$ cat src/rtl/button_event_gen_pkg.sv
// Shared types and 50 MHz default counts for the button event generator.
package btn_event_pkg;

  typedef enum logic [1:0] {
    IDLE    = 2'd0,
    PRESSED = 2'd1,
    LONG    = 2'd2
  } btn_state_e;

  localparam int unsigned DEF_LONG_CYCLES   = 50_000_000;
  localparam int unsigned DEF_REPEAT_CYCLES = 10_000_000;
  localparam int unsigned DEF_CNT_WIDTH     = 26;

endpackage

$ cat src/rtl/button_event_gen_if.sv
// Button level in, event pulses out; slave side is the event generator.
interface button_event_gen_if;
  logic btn_in;
  logic press_pulse;
  logic long_pulse;
  logic repeat_pulse;
  logic held;

  modport master (
    output btn_in,
    input  press_pulse, long_pulse, repeat_pulse, held
  );

  modport slave (
    input  btn_in,
    output press_pulse, long_pulse, repeat_pulse, held
  );
endinterface

$ cat src/rtl/button_event_gen_cnt.sv
// Loadable up-counter register; load has priority over increment.
module button_event_gen_cnt #(
  parameter int unsigned WIDTH = 8
) (
  input  logic             clk,
  input  logic             async_nreset,
  input  logic             load,
  input  logic             inc,
  input  logic [WIDTH-1:0] data_in,
  output logic [WIDTH-1:0] q
);

  always_ff @(posedge clk or negedge async_nreset) begin
    if (!async_nreset) begin
      q <= '0;
    end else if (load) begin
      q <= data_in;
    end else if (inc) begin
      q <= q + 1'b1;
    end
  end

endmodule

$ cat src/rtl/button_event_gen.sv
// Debounced button level -> short/long/auto-repeat single-cycle pulses.
// Auto-repeat is built only when BUTTON_AUTOREPEAT_EN is defined.
module button_event_gen
  import btn_event_pkg::*;
#(
  parameter int unsigned LONG_CYCLES   = DEF_LONG_CYCLES,
  parameter int unsigned REPEAT_CYCLES = DEF_REPEAT_CYCLES,
  parameter int unsigned CNT_WIDTH     = DEF_CNT_WIDTH
) (
  input  logic                 clk,
  input  logic                 async_nreset,
  button_event_gen_if.slave    bus
);

  if (LONG_CYCLES < 2 || REPEAT_CYCLES < 2) begin : g_param_check
    $error("button_event_gen: LONG_CYCLES and REPEAT_CYCLES must be >= 2");
  end

  // The counter is cleared on the edge that samples the first 1, so it lags the
  // number of sampled highs by one; comparing with LONG_CYCLES-2 fires on edge E0+LONG_CYCLES-1.
  localparam logic [CNT_WIDTH-1:0] LONG_LAST = CNT_WIDTH'(LONG_CYCLES - 2);

  btn_state_e           state;
  btn_state_e           state_nxt;
  logic [CNT_WIDTH-1:0] cnt;
  logic                 press_hit;
  logic                 long_hit;
  logic                 rep_hit;
  logic                 cnt_load;
  logic                 cnt_inc;

  always_comb begin
    state_nxt = state;
    press_hit = 1'b0;
    long_hit  = 1'b0;
    rep_hit   = 1'b0;
    case (state)
      IDLE: begin
        if (bus.btn_in) state_nxt = PRESSED;
      end
      PRESSED: begin
        if (!bus.btn_in) begin
          state_nxt = IDLE;
          press_hit = 1'b1;
        end else if (cnt == LONG_LAST) begin
          state_nxt = LONG;
          long_hit  = 1'b1;
        end
      end
      LONG: begin
        if (!bus.btn_in) begin
          state_nxt = IDLE;
        end
`ifdef BUTTON_AUTOREPEAT_EN
        else if (cnt == CNT_WIDTH'(REPEAT_CYCLES - 1)) begin
          rep_hit = 1'b1;
        end
`endif
      end
      default: state_nxt = IDLE;
    endcase
  end

  assign cnt_load = (state_nxt != state) || rep_hit;
`ifdef BUTTON_AUTOREPEAT_EN
  assign cnt_inc  = (state == PRESSED) || (state == LONG);
`else
  assign cnt_inc  = (state == PRESSED);
`endif

  button_event_gen_cnt #(
    .WIDTH (CNT_WIDTH)
  ) u_hold_cnt (
    .clk          (clk),
    .async_nreset (async_nreset),
    .load         (cnt_load),
    .inc          (cnt_inc),
    .data_in      ('0),
    .q            (cnt)
  );

  always_ff @(posedge clk or negedge async_nreset) begin
    if (!async_nreset) begin
      state           <= IDLE;
      bus.press_pulse <= 1'b0;
      bus.long_pulse  <= 1'b0;
      bus.held        <= 1'b0;
    end else begin
      state           <= state_nxt;
      bus.press_pulse <= press_hit;
      bus.long_pulse  <= long_hit;
      bus.held        <= (state_nxt != IDLE);
    end
  end

`ifdef BUTTON_AUTOREPEAT_EN
  always_ff @(posedge clk or negedge async_nreset) begin
    if (!async_nreset) bus.repeat_pulse <= 1'b0;
    else               bus.repeat_pulse <= rep_hit;
  end
`else
  assign bus.repeat_pulse = 1'b0;
`endif

endmodule
$ cat src/flat_wrapper.sv
// flat-port wrapper written by rule: the top's interface ports become plain ports
module button_event_gen_flat import btn_event_pkg::*;
#(
  parameter int unsigned LONG_CYCLES   = DEF_LONG_CYCLES,
  parameter int unsigned REPEAT_CYCLES = DEF_REPEAT_CYCLES,
  parameter int unsigned CNT_WIDTH     = DEF_CNT_WIDTH
)
  (clk, async_nreset, bus_btn_in, bus_press_pulse, bus_long_pulse, bus_repeat_pulse, bus_held);
  button_event_gen_if bus_i ();
  input  logic clk;
  input  logic async_nreset;
  input wire logic [$bits(bus_i.btn_in)-1:0] bus_btn_in;
  output wire logic [$bits(bus_i.press_pulse)-1:0] bus_press_pulse;
  output wire logic [$bits(bus_i.long_pulse)-1:0] bus_long_pulse;
  output wire logic [$bits(bus_i.repeat_pulse)-1:0] bus_repeat_pulse;
  output wire logic [$bits(bus_i.held)-1:0] bus_held;
  assign bus_i.btn_in = bus_btn_in;
  assign bus_press_pulse = bus_i.press_pulse;
  assign bus_long_pulse = bus_i.long_pulse;
  assign bus_repeat_pulse = bus_i.repeat_pulse;
  assign bus_held = bus_i.held;
  button_event_gen #(.LONG_CYCLES(LONG_CYCLES), .REPEAT_CYCLES(REPEAT_CYCLES), .CNT_WIDTH(CNT_WIDTH)) u_core (.clk(clk), .async_nreset(async_nreset), .bus(bus_i));
endmodule
$ cat config.mk
export PLATFORM = sky130hd
export DESIGN_NAME = button_event_gen_flat
export DESIGN_NICKNAME = d
export VERILOG_FILES = /design/src/rtl/button_event_gen_pkg.sv /design/src/rtl/button_event_gen_if.sv /design/src/rtl/button_event_gen_cnt.sv /design/src/rtl/button_event_gen.sv /design/src/flat_wrapper.sv
export SDC_FILE = /design/constraint.sdc
export NUM_CORES = 1
export LEC_CHECK = 0
export ABC_CLOCK_PERIOD_IN_PS = 3250
export CAP_MARGIN = 20
export CORE_ASPECT_RATIO = 0.7
export CORE_MARGIN = 4
export CORE_UTILIZATION = 55
export CTS_CLUSTER_SIZE = 28
export DETAILED_ROUTE_END_ITERATION = 7
export PLACE_DENSITY = 0.73
export SYNTH_ARGS = -nofsm -noshare
export SYNTH_HDL_FRONTEND = slang
export SYNTH_SLANG_ARGS = --single-unit
$ cat constraint.sdc
create_clock -name clk -period 3.25 [get_ports clk]
set_input_delay 0.65 -clock clk [delete_from_list [all_inputs] [get_ports clk]]
set_output_delay 0.65 -clock clk [all_outputs]
set_load 0.01 [all_outputs]
==> flow_metrics.env, run 1 <==
export IMPL_synth_xor_area_share_pct=4.44
export IMPL_fin_crit_sh_pct=82.3
export IMPL_via_count=1480
export IMPL_dp_hpwl_um=2600
export IMPL_antenna_found_initial=0
export IMPL_gp_congestion=0.845
export IMPL_worstPathMaxFanout=14
export IMPL_multi_input_comb_area_sq_um=907
export IMPL_fin_nets=193
export IMPL_synthSimpleGateAreaFrac_pct=25.7
export IMPL_drv_cap=0
export IMPL_synth_cell_area_sq_mm=0.00177
export IMPL_async_reset_ff_share_pct=100
export IMPL_finClkSkew_ns=0.00760
export IMPL_ys_seq_elements=31
export IMPL_fill_cells=225
export IMPL_grt_overflow=0
export IMPL_cp_start_kind="input pin"
export IMPL_synthCells=184
export IMPL_synth_compound_area_share_pct=19.3
export IMPL_finalSetupTns_ns=0
export IMPL_ios=7
export IMPL_initial_core_util_pct=60.3
export IMPL_core_area_sq_mm=0.00294
export IMPL_timing_final_setup_violations=0
export IMPL_die_area_sq_mm=0.00421
export IMPL_htree_levels=2
export IMPL_vias_per_cell=6.61
export IMPL_p_per_area_mw_per_mm2=383
export IMPL_drt_total_wl_um=3780
export IMPL_rows=16
export IMPL_post_synth_cell_area_avg_sq_um=9.64
export IMPL_yosysSeqAreaShare_pct=43.7
export IMPL_n_antenna_cell=0
export IMPL_fin_util_pct=65.1
export IMPL_track_usage_pct=19.6
export IMPL_final_antenna_net_count=0
export IMPL_die_y_um=55.5
export IMPL_critPathKind="in -> reg"
export IMPL_p_comb_share_pct=5.5
export IMPL_yosys_top_cells_area="dfrtp_1, a22oi_1, o31ai_1, xor2_1, nand4_1"
export IMPL_first_global_vias=1405
export IMPL_ys_types=44
export IMPL_synthFlopType="dfrtp_1"
export IMPL_cp_arrival_ns=2.85
export IMPL_p_leak_nw=0.758
export IMPL_status="complete, no violations"
export IMPL_grt_pass1_wl_um=6550
export IMPL_grt_max_degree=32
export IMPL_ys_warn_count=0
export IMPL_wl_per_cell_um=16.9
export IMPL_hp_class="reg -> reg"
export IMPL_yosysTopAreaCell="dfrtp_1"
export IMPL_clockBufferDepth=2
export IMPL_crit_path_end_kind="flip-flop"
export IMPL_seqCellArea_sq_um=776
export IMPL_cts_tree="done"
export IMPL_drv_slew=0
export IMPL_ir_worst_vdd_mv=0.230
export IMPL_dr_pass1_iters=4
export IMPL_cts_resized=0
export IMPL_pwr_share_seq_pct=53.8
export IMPL_port_buffers=5
export IMPL_ctsRootBufferMaster="clkbuf_8"
export IMPL_crit_required_ns=3.42
export IMPL_clockPowerShare_pct=40.7
export IMPL_drt_initial_drc_count=243
export IMPL_sw_frac_of_total_pct=22.6
export IMPL_drc=0
export IMPL_post_cts_buffers=0
export IMPL_finalHoldViolCount=0
export IMPL_synthMuxAreaShare_pct=0
export IMPL_period_needed_ns=2.68
export IMPL_fp_dieW_um=75.9
export IMPL_p_int_w=0.000568
export IMPL_synthAdderAreaFrac_pct=1.41
export IMPL_postCtsHoldBufs=0
export IMPL_clk_pin_slew_ns=0.07
export IMPL_clock_latency_ns=0.27
export IMPL_fmax_ghz=0.374
export IMPL_syn_nets=189
export IMPL_yosysTopAreaCellShare_pct=43.7
export IMPL_max_slew_margin_rel_pct=42.1
export IMPL_rsz0062_at_grt="no"
export IMPL_syn2layout_area_growth_pct=7.90
export IMPL_cts_sinks=31
export IMPL_numCtsBuffers=5
export IMPL_p_switching_w=0.000166
export IMPL_drive_above_1_share_pct=10.1
export IMPL_synth_edf_count=0
export IMPL_worstMarginPinSlew_ns=0.867
export IMPL_synth_top_family_by_area="simple AND/OR/NAND/NOR gates"
-- stage by stage --
step                      hold WS (ns)  std cells  worst slack [ns]  power, W  instance area (sq um)
after floorplan                  0.354        184              1.17  0.000423                   1770
after global placement           0.537        217             0.456  0.000440                   1830
after detailed placement         0.556        217             0.314  0.000442                   1830
after CTS                        0.573        224             0.595  0.000739                   1910
after global routing             0.610        224             0.377  0.000764                   1910
final                            0.566        224             0.574  0.000734                   1910
-- kinds of logic after synthesis --
| group | count (synthesis) |
|---|---|
| XOR/XNOR | 9 |
| flip-flops | 31 |
| adder cells (fa/ha/maj) | 2 |
| AO/OA/AOI/OAI | 49 |
| AND/OR/NAND/NOR | 75 |
| other | 1 |
| buffers and inverters | 17 |
-- registers in the layout, summed over array words and instances (netlist names) --
name	cells
u_core.bus.held	1
u_core.bus.long_pulse	1
u_core.bus.press_pulse	1
u_core.state	2
u_core.u_hold_cnt.q	26
-- cell usage in the layout, fill, tap and decap left out, types with 3 or more instances in the layout --
master / netlist / final
o31ai_1: 10 / 10
nand4_1: 9 / 9
nand2_1: 13 / 13
nand3_1: 6 / 6
dfrtp_1: 31 / 31
o211ai_1: 4 / 4
xor2_1: 8 / 8
or4_1: 7 / 7
o2111ai_1: 3 / 3
a21oi_1: 4 / 4
buf_4: 2 / 4
and2_1: 4 / 4
a22oi_1: 14 / 14
nor3_1: 3 / 3
and4_1: 3 / 3
inv_1: 5 / 5
o21ai_0: 9 / 9
nand2b_1: 3 / 3
clkbuf_8: 0 / 6
nor2_1: 7 / 7
clkdlybuf4s50_1: 0 / 5
or3_1: 4 / 4
-- final cells by class --
class / instances / share of cell area [%]
tap: 36 / 2.35
clock inverter: 1 / 0.261
inverter: 5 / 0.980
clock buffer: 6 / 4.31
sequential: 31 / 40.5
multi-input combinational: 136 / 47.4
timing repair buffer: 9 / 4.18
-- synth_stat cells, types with 3 or more instances --
library cell / count
o211ai_1: 4
inv_1: 5
xor2_1: 8
a22oi_1: 14
nand2_1: 13
nand3_1: 6
and2_1: 4
o31ai_1: 10
and4_1: 3
nand4_1: 9
a21oi_1: 4
nand2b_1: 3
or4_1: 7
clkbuf_1: 4
dfrtp_1: 31
o21ai_0: 9
nor3_1: 3
o2111ai_1: 3
nor2_1: 7
or3_1: 4
buf_2: 4
-- routing by layer --
| metal | part of all wire (%) | track usage, % | vias to the layer above |
|---|---|---|---|
| met2 | 42 | 24.0 | 51 |
| met1 | 49 | 32.9 | 715 |
| met4 | 1.0 | 4.74 | 0 |
| met3 | 7.5 | 5.07 | 5 |
| li1 | - | - | 709 |
| met5 | 0 | 0 | - |
-- worst max-delay path, cell delays in order --
cell and delay [ns]:
clkdlybuf4s50_1 0.62, xor2_1 0.29, o2111ai_1 0.44, or4_1 0.65, a22oi_1 0.20
-- power groups by stage --
stage | Clock, W | Sequential [W] | Combinational, W
floorplan | 0 | 0.000401 | 0.0000221
global placement | 0 | 0.000401 | 0.0000390
detailed placement | 0 | 0.000402 | 0.0000406
CTS | 0.000303 | 0.000395 | 0.0000406
global route | 0.000323 | 0.000395 | 0.0000453
finish | 0.000299 | 0.000395 | 0.0000402
-- worst paths after layout --
check,startpoint,endpoint,slack [ns],cells after the start
min,u_core.u_hold_cnt.q[1]$_DFFE_PN0P_,u_core.u_hold_cnt.q[1]$_DFFE_PN0P_,0.57,2
max in group asynchronous,async_nreset,u_core.u_hold_cnt.q[20]$_DFFE_PN0P_,2.19,2
max reg2reg,u_core.u_hold_cnt.q[0]$_DFFE_PN0P_,u_core.u_hold_cnt.q[20]$_DFFE_PN0P_,0.84,7
max,bus_btn_in,u_core.u_hold_cnt.q[20]$_DFFE_PN0P_,0.57,5
min in group asynchronous,async_nreset,u_core.bus.held$_DFF_PN0_,0.77,2
min reg2reg,u_core.u_hold_cnt.q[1]$_DFFE_PN0P_,u_core.u_hold_cnt.q[1]$_DFFE_PN0P_,0.57,2
Note: power is estimated with default switching activity, not from simulation.
==> inputs of run 2 (changes only) <==
--- a/config.mk
+++ b/config.mk
@@ -5,14 +5,14 @@
 export SDC_FILE = /design/constraint.sdc
 export NUM_CORES = 1
 export LEC_CHECK = 0
-export ABC_CLOCK_PERIOD_IN_PS = 3250
+export ABC_CLOCK_PERIOD_IN_PS = 2300
 export CAP_MARGIN = 20
 export CORE_ASPECT_RATIO = 0.7
 export CORE_MARGIN = 4
-export CORE_UTILIZATION = 55
+export CORE_UTILIZATION = 54
 export CTS_CLUSTER_SIZE = 28
 export DETAILED_ROUTE_END_ITERATION = 7
-export PLACE_DENSITY = 0.73
+export PLACE_DENSITY = 0.75
 export SYNTH_ARGS = -nofsm -noshare
 export SYNTH_HDL_FRONTEND = slang
 export SYNTH_SLANG_ARGS = --single-unit
==> constraint.sdc (replaced) <==
create_clock -name clk -period 2.3 [get_ports clk]
set_input_delay 0.46 -clock clk [delete_from_list [all_inputs] [get_ports clk]]
set_output_delay 0.46 -clock clk [all_outputs]
set_load 0.01 [all_outputs]
==> flow_metrics.env, run 2 (synthesis results as in run 1) <==
export IMPL_antenna_found_initial=0
export IMPL_reg2reg_setup_slack_ns=0.21
export IMPL_finalInstanceArea_sq_mm=0.00195
export IMPL_critical_path_startpoint="u_core.u_hold_cnt.q[16]$_DFFE_PN0P_"
export IMPL_n_antenna_cell=0
export IMPL_fin_util_pct=62.1
export IMPL_drv_slew=0
export IMPL_clk_pin_slew_ns=0.06
export IMPL_clock_latency_ns=0.28
export IMPL_grt_max_degree=32
export IMPL_dpl_instance_area_sq_mm=0.00188
export IMPL_mostFrequentLayoutCell="dfrtp_1"
export IMPL_ctsRootBufferMaster="clkbuf_8"
export IMPL_vias_per_cell=6.47
export IMPL_cts_resized=0
export IMPL_syn2layout_area_growth_pct=10.2
export IMPL_cp_arrival_ns=2.29
export IMPL_crit_path_end_kind="flip-flop"
export IMPL_cts_sinks=31
export IMPL_holdWs_ns=0.573
export IMPL_p_total_w=0.00100
export IMPL_ios=7
export IMPL_via_count=1501
export IMPL_fill_cells=264
export IMPL_fin_ws_ns=0.214
export IMPL_reg2reg_from="u_core.u_hold_cnt.q[16]$_DFFE_PN0P_"
export IMPL_clockBufferDepth=2
export IMPL_wl_per_cell_um=16.3
export IMPL_rsz0062_at_grt="no"
export IMPL_numCtsBuffers=5
export IMPL_pre_cts_ws_ns=-0.0266
export IMPL_gp_congestion=0.835
export IMPL_dr_pass1_iters=4
export IMPL_grt_overflow=0
export IMPL_initial_core_util_pct=56.4
export IMPL_hp_class="in -> async"
export IMPL_cp_start_kind="flip-flop"
export IMPL_crit_required_ns=2.50
export IMPL_die_area_sq_mm=0.00428
export IMPL_die_y_um=56.0
export IMPL_post_cts_buffers=0
export IMPL_timing_final_setup_violations=0
export IMPL_drc=0
export IMPL_largest_register_ffs=26
export IMPL_postCtsHoldBufs=0
export IMPL_rows=17
export IMPL_track_usage_pct=19.3
export IMPL_htree_levels=2
export IMPL_status="complete, no violations"
export IMPL_dp_hpwl_um=2680
export IMPL_drive_above_1_share_pct=12.4
export IMPL_finalHoldViolCount=0
export IMPL_port_buffers=5
export IMPL_critPathKind="reg -> reg"
export IMPL_fin_crit_sh_pct=90.7
export IMPL_drt_initial_drc_count=83
export IMPL_fp_dieW_um=76.5
export IMPL_core_area_sq_mm=0.00315
export IMPL_grt_pass1_wl_um=6640
export IMPL_cts_tree="done"
export IMPL_final_antenna_net_count=0
export IMPL_fmax_ghz=0.479
export IMPL_finClkSkew_ns=0.00412
export IMPL_drv_cap=0
export IMPL_mostFrequentLayoutCells="dfrtp_1, a22oi_1, nand2_1"
export IMPL_ir_worst_vdd_mv=0.362
export IMPL_period_needed_ns=2.09
export IMPL_fin_nets=200
export IMPL_worstPathMaxFanout=8
export IMPL_top_regs="u_core.u_hold_cnt.q x26, u_core.state x2"
export IMPL_first_global_vias=1429
export IMPL_p_leak_nw=0.780
export IMPL_p_per_area_mw_per_mm2=511
export IMPL_regMostFlops="u_core.u_hold_cnt.q"
export IMPL_drt_total_wl_um=3790
## run 2: cell count changes in the layout (fill, tap and decap cells not counted), sizes merged
| cell | change |
|---|---|
| buf | +7 |
| clkinv | -1 |
## run 2: layer usage
layer	track usage, %	share of wire (%)
met1	27.5	51
met2	28.7	45
met3	5.02	3.2
met4	6.72	1.2
met5	0	0
## run 2: power breakdown
| part | internal, W | switching (W) |
|---|---|---|
| combinational | 0.0000227 | 0.0000417 |
| clock | 0.000201 | 0.000177 |
| sequential | 0.000551 | 0.00000562 |
## run 2: path summary, 6_finish.rpt
kind | cells after the start | endpoint
setup / recovery | 4 | u_core.u_hold_cnt.q[25]$_DFFE_PN0P_
hold / removal | 2 | u_core.bus.held$_DFF_PN0_
setup reg to reg | 4 | u_core.u_hold_cnt.q[25]$_DFFE_PN0P_
hold reg to reg | 2 | u_core.u_hold_cnt.q[25]$_DFFE_PN0P_
max in group asynchronous | 2 | u_core.u_hold_cnt.q[23]$_DFFE_PN0P_
min in group clk | 2 | u_core.u_hold_cnt.q[25]$_DFFE_PN0P_
## run 2: metrics by stage
| stage | cells | setup TNS, ns |
|---|---|---|
| after global routing | 232 | 0 |
| after CTS | 232 | 0 |
| after detailed placement | 226 | -0.0625 |
| final | 232 | 0 |
| after floorplan | 184 | 0 |
| after global placement | 226 | 0 |
## run 2: worst max-delay path: stages, from the launching register on
cell	delay, ns
dfrtp_1	0.47
nand4_2	0.18
or4_1	0.67
or4_4	0.55
a22oi_2	0.14
## run 2: area by class of cell
| type | instances | area (sq um) | area share, % |
|---|---|---|---|
| Clock buffer | 6 | 72.6 | 3.71 |
| Sequential cell | 31 | 776 | 39.7 |
| Inverter | 5 | 18.8 | 0.960 |
| Multi-Input combinational cell | 136 | 907 | 46.4 |
| Timing Repair Buffer | 16 | 133 | 6.79 |
| Tap cell | 38 | 47.5 | 2.43 |
